[src/rtl/si_tag_pkg.sv]
// Shared tag-stream definitions.
// Contents: default tagtime/channel widths, the tag payload struct, the
// scheduler state encoding and the wrap-safe time ordering helper.
package si_tag_pkg;

    localparam int unsigned TAGTIME_WIDTH = 64;
    localparam int unsigned CHANNEL_WIDTH = 6;

    // One tag: absolute time plus signed channel (+n rising, -n falling).
    typedef struct packed {
        logic [TAGTIME_WIDTH-1:0] tagtime;
        logic [CHANNEL_WIDTH-1:0] channel;
    } tag_t;

    // EMPTY: no lanes pending. ISSUE: at least one lane still to be sent.
    typedef enum logic {
        ST_EMPTY = 1'b0,
        ST_ISSUE = 1'b1
    } sched_state_t;

    // True when a is strictly later than b, robust to tagtime wrap.
    function automatic logic time_after(input logic [TAGTIME_WIDTH-1:0] a,
                                        input logic [TAGTIME_WIDTH-1:0] b);
        logic [TAGTIME_WIDTH-1:0] diff;
        diff = a - b;
        return !diff[TAGTIME_WIDTH-1] && (diff != '0);
    endfunction

endpackage

[src/rtl/si_lane_priority_encoder.sv]
// Lowest-set-bit priority encoder for the pending lane mask.
// Ports:
//   mask        in   pending lane mask
//   any         out  mask has at least one bit set
//   index       out  index of the lowest set bit (0 when mask is empty)
//   cleared     out  mask with its lowest set bit cleared
//   single_bit  out  mask has exactly one bit set
module si_lane_priority_encoder #(
    parameter int unsigned WIDTH = 4,
    localparam int unsigned INDEX_WIDTH = (WIDTH > 1) ? $clog2(WIDTH) : 1
) (
    input  logic [WIDTH-1:0]       mask,
    output logic                   any,
    output logic [INDEX_WIDTH-1:0] index,
    output logic [WIDTH-1:0]       cleared,
    output logic                   single_bit
);

    always_comb begin
        any        = |mask;
        // Subtracting one borrows through the trailing zeros into the lowest set bit.
        cleared    = mask & (mask - WIDTH'(1));
        single_bit = any && (cleared == '0);
        index      = '0;
        // Scan downwards so the lowest set bit is the last one written.
        for (int i = WIDTH - 1; i >= 0; i--) begin
            if (mask[i]) begin
                index = INDEX_WIDTH'(i);
            end
        end
    end

endmodule

[src/rtl/si_tag_lane_scheduler.sv]
// Serializes a multi-lane, time-sorted tag beat into one tag per cycle,
// issuing lanes in ascending index order and tracking a monotonic lower
// bound on all future output tags.
// Ports:
//   clk, rst             clock, asynchronous active-high reset
//   s_tvalid/s_tready    wide beat handshake (s_tready independent of s_tvalid)
//   s_tkeep              per-lane tag valid
//   s_tagtime/s_channel  per-lane tag payload
//   s_lowest_time_bound  upstream lower bound on future tags
//   m_tvalid/m_tready    single-tag handshake
//   m_tagtime/m_channel  issued tag payload
//   m_lane               source lane of the issued tag
//   m_lowest_time_bound  lower bound on all future m_ tags
//   tag_count            tags issued since reset, wrapping
module si_tag_lane_scheduler #(
    parameter int unsigned WORD_WIDTH    = 4,
    parameter int unsigned TAGTIME_WIDTH = 64,
    parameter int unsigned CHANNEL_WIDTH = 6,
    parameter int unsigned COUNT_WIDTH   = 32,
    localparam int unsigned LANE_WIDTH   = (WORD_WIDTH > 1) ? $clog2(WORD_WIDTH) : 1
) (
    input  logic                                      clk,
    input  logic                                      rst,
    input  logic                                      s_tvalid,
    output logic                                      s_tready,
    input  logic [WORD_WIDTH-1:0]                     s_tkeep,
    input  logic [WORD_WIDTH-1:0][TAGTIME_WIDTH-1:0]  s_tagtime,
    input  logic [WORD_WIDTH-1:0][CHANNEL_WIDTH-1:0]  s_channel,
    input  logic [TAGTIME_WIDTH-1:0]                  s_lowest_time_bound,
    output logic                                      m_tvalid,
    input  logic                                      m_tready,
    output logic [TAGTIME_WIDTH-1:0]                  m_tagtime,
    output logic [CHANNEL_WIDTH-1:0]                  m_channel,
    output logic [LANE_WIDTH-1:0]                     m_lane,
    output logic [TAGTIME_WIDTH-1:0]                  m_lowest_time_bound,
    output logic [COUNT_WIDTH-1:0]                    tag_count
);

    import si_tag_pkg::*;

    sched_state_t state, state_next;

    logic [WORD_WIDTH-1:0][TAGTIME_WIDTH-1:0] hold_time;
    logic [WORD_WIDTH-1:0][CHANNEL_WIDTH-1:0] hold_chan;
    logic [WORD_WIDTH-1:0]                    pend, pend_next, pend_cleared;
    logic                                     pend_any, pend_single;
    logic [LANE_WIDTH-1:0]                    lane;

    logic [TAGTIME_WIDTH-1:0] bound, bound_next;
    logic [TAGTIME_WIDTH-1:0] diff_s, diff_m;
    logic                     s_newer, s_beats_tag;
    logic [COUNT_WIDTH-1:0]   count, count_next;
    logic                     issue, accept;

    // Lowest pending lane selects the output and the post-issue mask.
    si_lane_priority_encoder #(
        .WIDTH (WORD_WIDTH)
    ) u_prio (
        .mask       (pend),
        .any        (pend_any),
        .index      (lane),
        .cleared    (pend_cleared),
        .single_bit (pend_single)
    );

    // Output side is driven from holding registers only.
    assign m_tvalid            = (state == ST_ISSUE);
    assign m_lane              = lane;
    assign m_tagtime           = hold_time[lane];
    assign m_channel           = hold_chan[lane];
    assign m_lowest_time_bound = bound;
    assign tag_count           = count;

    assign issue    = m_tvalid && m_tready;
    // Ready when empty, or when the last pending lane leaves this cycle.
    assign s_tready = !pend_any || (pend_single && m_tready);
    assign accept   = s_tvalid && s_tready;

    // Signed distances from the current bound make the ordering wrap-safe.
    assign diff_s      = s_lowest_time_bound - bound;
    assign diff_m      = m_tagtime - bound;
    assign s_newer     = !diff_s[TAGTIME_WIDTH-1] && (diff_s != '0);
    assign s_beats_tag = $signed(diff_s) > $signed(diff_m);

    // Next-state, pending mask, bound and counter.
    always_comb begin
        pend_next  = pend;
        bound_next = bound;
        count_next = count;
        state_next = state;

        if (issue) begin
            pend_next  = pend_cleared;
            count_next = count + COUNT_WIDTH'(1);
        end
        if (accept) begin
            pend_next = s_tkeep;
        end

        if (accept && s_newer) begin
            bound_next = s_lowest_time_bound;
        end
        if (issue) begin
            bound_next = m_tagtime;
        end
        // Coincident issue and accept: keep whichever candidate is further ahead.
        if (issue && accept && s_newer && s_beats_tag) begin
            bound_next = s_lowest_time_bound;
        end

        state_next = (pend_next != '0) ? ST_ISSUE : ST_EMPTY;
    end

    // Control state register.
    always_ff @(posedge clk or posedge rst) begin
        if (rst) begin
            state <= ST_EMPTY;
            pend  <= '0;
            bound <= '0;
            count <= '0;
        end else begin
            state <= state_next;
            pend  <= pend_next;
            bound <= bound_next;
            count <= count_next;
        end
    end

    // Beat holding registers; contents are irrelevant while nothing is pending.
    always_ff @(posedge clk) begin
        if (accept) begin
            hold_time <= s_tagtime;
            hold_chan <= s_channel;
        end
    end

endmodule

[config.mk]
export PLATFORM = sky130hd
export DESIGN_NAME = si_tag_lane_scheduler
export DESIGN_NICKNAME = d
export VERILOG_FILES = /design/src/rtl/si_tag_pkg.sv /design/src/rtl/si_lane_priority_encoder.sv /design/src/rtl/si_tag_lane_scheduler.sv
export SDC_FILE = /design/constraint.sdc
export NUM_CORES = 1
export LEC_CHECK = 0
export ABC_CLOCK_PERIOD_IN_PS = 18900
export CORE_UTILIZATION = 35
export CTS_BUF_LIST = sky130_fd_sc_hd__clkbuf_4 sky130_fd_sc_hd__clkbuf_8 sky130_fd_sc_hd__clkbuf_16
export CTS_CLUSTER_DIAMETER = 50
export CTS_CLUSTER_SIZE = 16
export DETAILED_ROUTE_END_ITERATION = 12
export PLACE_DENSITY = 0.6
export RECOVER_POWER = 50
export SLEW_MARGIN = 20
export SYNTH_ARGS = -nofsm -noshare
export SYNTH_HDL_FRONTEND = slang
export SYNTH_SLANG_ARGS = --single-unit
[constraint.sdc]
create_clock -name clk -period 18.9 [get_ports clk]
set_clock_uncertainty 0.05 [all_clocks]
set_input_delay 2.835 -clock clk [delete_from_list [all_inputs] [get_ports clk]]
set_output_delay 2.835 -clock clk [all_outputs]
set_load 0.05 [all_outputs]
Word level (Yosys, flattened, before mapping)

Index checks and enable logic that the tools add are counted.

Muxes and demuxes: 14
Order comparisons: 2
Bitwise operators: 1
Reduce and logical (&&, ||, !) cells: 17
$add $sub $neg: 4

Operators by type and width:

| cell                                                        | count |
|---|---|
| 2-to-1 mux 64 bit                                           | 4 |
| binary-select mux 64 bit (select 2 bit)                     | 1 |
| subtractor 64 bit                                           | 2 |
| greater-than comparator 64 bit                              | 1 |
| nonzero test 64 bit                                         | 1 |
| adder 32 x 1 -> 32 bit (second input constant)              | 1 |
| binary-select mux 6 bit (select 2 bit)                      | 1 |
| logical AND 1 bit                                           | 9 |
| 2-to-1 mux 2 bit                                            | 4 |
| 2-to-1 mux 4 bit                                            | 2 |
| 2-to-1 mux 6 bit                                            | 1 |
| bitwise AND 4 bit                                           | 1 |
| logical NOT 4 bit                                           | 1 |
| nonzero test 4 bit                                          | 1 |
| OR reduction 4 bit                                          | 1 |
| subtractor 4 x 1 -> 4 bit (second input constant)           | 1 |
| less-than comparator 2 x 3 -> 1 bit (second input constant) | 1 |
| nonzero test 3 bit                                          | 1 |
| logical NOT 1 bit                                           | 2 |
| logical OR 1 bit                                            | 1 |
| 2-to-1 mux 1 bit                                            | 1 |

Register bits: 381
Input port bits: 352
Output and inout bits: 170

Longest topological paths before layout

Depth after elaboration: 11
Gate-level depth with buffers: 39

Modules after synthesis

A second synthesis with hierarchy kept.

Cell total of the unflattened synthesis: 2118
Area, all modules: 24076.8 um2

By module, submodules not included:

| module                   | area an instance (um2) | cells an instance | instances |
|---|---|---|---|
| si_tag_lane_scheduler    | 23975.5                | 2102              | 1 |
| si_lane_priority_encoder | 101.3                  | 16                | 1 |

Worst setup path before layout

No wires, ideal clock.

Path type: input -> register
From: input port m_tready
To: register state, in the netlist m_tvalid
Setup slack: 4.785 ns
Path buffers: 1
Setup time: 0.143 ns
Required time: 18.707 ns
Arrival: 13.921 ns
Stages on the path: 6
Path through: nand2b_1 -> o32ai_1 -> and2_1 -> clkbuf_1 -> o21ai_0 -> or4_1

Word-level cells in the longest chain between the ends: 6
Elaborated cells on any way between the ends: 8
Those cells by class: mux (3); reduce/logical (5)

RTL lines:

| element              | RTL line                     | text |
|---|---|---|
| start, declared      | si_tag_lane_scheduler.sv:31  | `input logic m_tready,` |
| logical AND 1 bit    | si_tag_lane_scheduler.sv:76  | `assign s_tready = !pend_any \|\| (pend_single && m_tready);` |
| logical OR 1 bit     | si_tag_lane_scheduler.sv:76  |  |
| net s_tready         | si_tag_lane_scheduler.sv:25  | `output logic s_tready,` |
| logical AND 1 bit    | si_tag_lane_scheduler.sv:77  | `assign accept = s_tvalid && s_tready;` |
| net accept           | si_tag_lane_scheduler.sv:53  | `logic issue, accept;` |
| 2-to-1 mux 4 bit     | si_tag_lane_scheduler.sv:96  | `if (accept) begin` |
| net pend_next[1]     | si_tag_lane_scheduler.sv:45  | `logic [WORD_WIDTH-1:0] pend, pend_next, pend_cleared;` |
| nonzero test 4 bit   | si_tag_lane_scheduler.sv:111 | `state_next = (pend_next != '0) ? ST_ISSUE : ST_EMPTY;` |
| 2-to-1 mux 1 bit     | si_tag_lane_scheduler.sv:111 |  |
| net state_next       | si_tag_lane_scheduler.sv:41  | `sched_state_t state, state_next;` |
| end signal, assigned | si_tag_lane_scheduler.sv:122 | `state <= state_next;` |
| end, declared        | si_tag_lane_scheduler.sv:41  |  |

The timed path passes the listed nets, and every way through them passes these cells.
A chain may end at the register's enable or synchronous reset.

Worst setup path in the final report

From: register pend[0]
To: register bound[42], in the netlist m_lowest_time_bound[42]

Word-level cells in the longest chain between the ends: 11
Elaborated cells on any way between the ends: 21
Those cells by class: add/sub (2); order compare (1); mux (5); bitwise (1); reduce/logical (12)

RTL lines:

| element                                                    | RTL line                     | text |
|---|---|---|
| start, declared                                            | si_tag_lane_scheduler.sv:45  |  |
| start signal, assigned                                     | si_tag_lane_scheduler.sv:123 | `pend <= pend_next;` |
| branches (longest 11 deep; another with subtractor 64 bit) | n/a                          |  |
| end signal, assigned                                       | si_tag_lane_scheduler.sv:124 | `bound <= bound_next;` |
| end, declared                                              | si_tag_lane_scheduler.sv:49  | `logic [TAGTIME_WIDTH-1:0] bound, bound_next;` |

Several ways; the timed one is not identified. The select of a mux whose other input is x is not followed.

==> reports/qor.txt <==
post-route ant nets - 0
Placed Cells - 3,550
GRT overflow - 0
Worst-Skew Late Latency - 0.62 ns
Peak Freq - 93.8 MHz
Hold Path Class - reg -> reg
port buffer count - 521
setup TNS - 0 ns
Synth Area in Compound Gates - 0.179
Worst EP arrival - 11.08 ns
antenna violations before repair - 10
CP max-delay cell - nor3_2
Synth Area in Adders - 0.100
TritonCTS Sinks - 381
Post-synth EDFFs - 280
# Max-Cap Violations - 5
Die H - 266 µm
Critical Path Max Stage Delay - 0.95 ns
Final min period - 10.66 ns
HPWL Detailed - 66,600 µm
WP data required - 19.32 ns
TritonCTS clock tree - built
CTS HTree Levels - 2
1st-iter DRT viols - 1,491
1st-pass router iterations - 8
Post-CTS Setup Bufs - 0
fin util - 0.471
CP dominant cell by count - buf_4
nets - 3,217
Worst-Margin Slew - 3.68 ns
Hold Buf Count CTS - 0
most instantiated cells after synthesis - 280 x edfxtp_1, 203 x a21oi_1, 191 x ha_1
startpoint types - register
largest family of logic cells by synthesized area - compound AO/OA/AOI/OAI gates
Core Rows - 96
area share of the largest cell type after synthesis - 0.345
vias in the first global route - 20.4k
Die W - 266 µm
CTS Buffer Depth - 3
Ys Warns - 0
Tot GR Track Use - 0.236
Die Area - 0.0707 mm²
Initial Util - 0.355
vias post-DR - 20.0k
Pins Over Slew Limit - 189
Worst setup EP type - register
Cell variety after synth - 83
DRC - 0
CP Max Fanout - 44
Mapped Nets - 2,721
Yosys top cell by area - edfxtp_1
multiplexer share of the synthesized area - 0.0832
setup violators final - 0
Worst slew margin - -1.45
Syn Area/Cell - 11.2 µm²
final RePlAce weighted congestion - 0.953
CTS buffer count - 51
status - finished, violations left
Synth area leaders - edfxtp_1 35%, dfrtp_1 10%, ha_1 9.8%, mux4_2 6.5%, a21oi_1 4.2%
Post-synth top flop - edfxtp_1
critical path type - reg -> reg
vias per cell - 5.49
Fin. Hold Viols - 0
failing checks - capacitance limit, slew limit
largest net degree at the start of global routing - 187
Synth Register Bits - 381
post-route insts no fill - 3,647
post-synthesis sequential area ratio - 0.449
RSZ-0062 raised after global routing - no
clock edge transition at the registers on the reported setup and hold paths - 0.06 ns
Area growth, synth to finish - 32.8%
Mapped Cells - 2,176
top-level port count - 522
Post-Syn Area - 0.0244 mm²
fin crit share - 0.564
Routed WL per cell - 23.2 µm
# resized after CTS - 0
CTS root buffer - clkbuf_16
area of the core - 0.0687 mm²
first-pass GRT wire length - 127,000 µm
Post-Synth Simple-Gate Area - 0.103
final wirelength - 84,700 µm
top-count cell post-synth - edfxtp_1
Synth Area in XOR/XNOR - 0.0528
Post-synth ARST share - 0.265
share of layout cells above drive strength 1 - 0.0833
## final cells by class
class / instances / area [µm²]
inverter: 111 / 418
sequential: 381 / 10900
fill: 6306 / 36300
clock inverter: 38 / 509
tap: 931 / 1160
multi-input combinational: 1590 / 12700
clock buffer: 55 / 1330
antenna: 4 / 10.0
timing repair buffer: 537 / 5340
## registers in the layout (all words and copies together) (netlist names)
| signal | cells |
|---|---|
| pend | 4 |
| m_tvalid | 1 |
| m_lowest_time_bound | 64 |
| tag_count | 32 |
| hold_chan | 24 |
| hold_time | 256 |
## worst max-delay path, delay by kind of cell, from the launching register on
family | cells | cell delay (ns)
compound gates | 15 | 3.96
simple gates | 6 | 2.19
buf+inv | 5 | 1.96
fa+ha+maj | 3 | 0.92
mux | 2 | 0.76
flops | 1 | 0.47
xor+xnor | 1 | 0.16
## per-layer routing
metal  GRT usage  routed length [µm]
met5           0                  39
met4      0.0721                2330
met3      0.0475                5640
met2       0.386               39900
met1       0.314               36900
## final timing paths
path                                            from                                  end  slack, ns  depth (start not counted)
min in group asynchronous                        rst             tag_count[5]$_DFFE_PP0P_       3.24                          2
max in group asynchronous                        rst  m_lowest_time_bound[13]$_DFFE_PP0P_      11.29                          3
hold / removal             tag_count[31]$_DFFE_PP0P_            tag_count[31]$_DFFE_PP0P_       0.42                          1
hold reg to reg            tag_count[31]$_DFFE_PP0P_            tag_count[31]$_DFFE_PP0P_       0.42                          1
setup reg to reg                   pend[0]$_DFF_PP0_  m_lowest_time_bound[42]$_DFFE_PP0P_       8.24                         32
setup / recovery                   pend[0]$_DFF_PP0_  m_lowest_time_bound[42]$_DFFE_PP0P_       8.24                         32
## through the flow
stage	instance area, µm²	hold slack, ns	worst slack (ns)
2_1_floorplan	24400	0.524	4.79
3_3_place_gp	30500	0.411	8.38
3_5_place_dp	30500	0.422	8.30
4_1_cts	32400	0.429	8.28
5_1_grt	32400	0.448	7.63
6_report	32400	0.423	8.24
## layout by cell type, fill, tap and decap left out, drive strengths merged, types with 23 or more instances in the layout
cell type	synthesis	routed
dlygate4sd3	0	325
mux2i	45	45
clkbuf	74	57
clkdlybuf4s50	0	196
edfxtp	280	280
ha	191	191
nand3	30	30
xor2	58	58
nand4	52	52
nor2	136	136
a221o	42	42
mux4	70	70
o21bai	26	26
o21ai	92	92
a21o	100	100
a21oi	204	204
nand2	124	124
nor2b	23	23
dfrtp	101	101
o2bb2ai	23	23
xnor2	89	89
inv	111	126
o221a	23	23
## logic make-up (layout without fill, tap and decap cells)
logic type / after synthesis / in the layout
adder cells (fa/ha/maj): 194 / 194
other: 0 / 4
XOR/XNOR: 147 / 147
AND/OR/NAND/NOR: 499 / 499
AO/OA/AOI/OAI: 635 / 635
multiplexers: 115 / 115
buffers and inverters: 205 / 741
flip-flops: 381 / 381
Power is not shown: default switching activity piles up to over one toggle a cycle in this logic, so the estimate is an artifact.
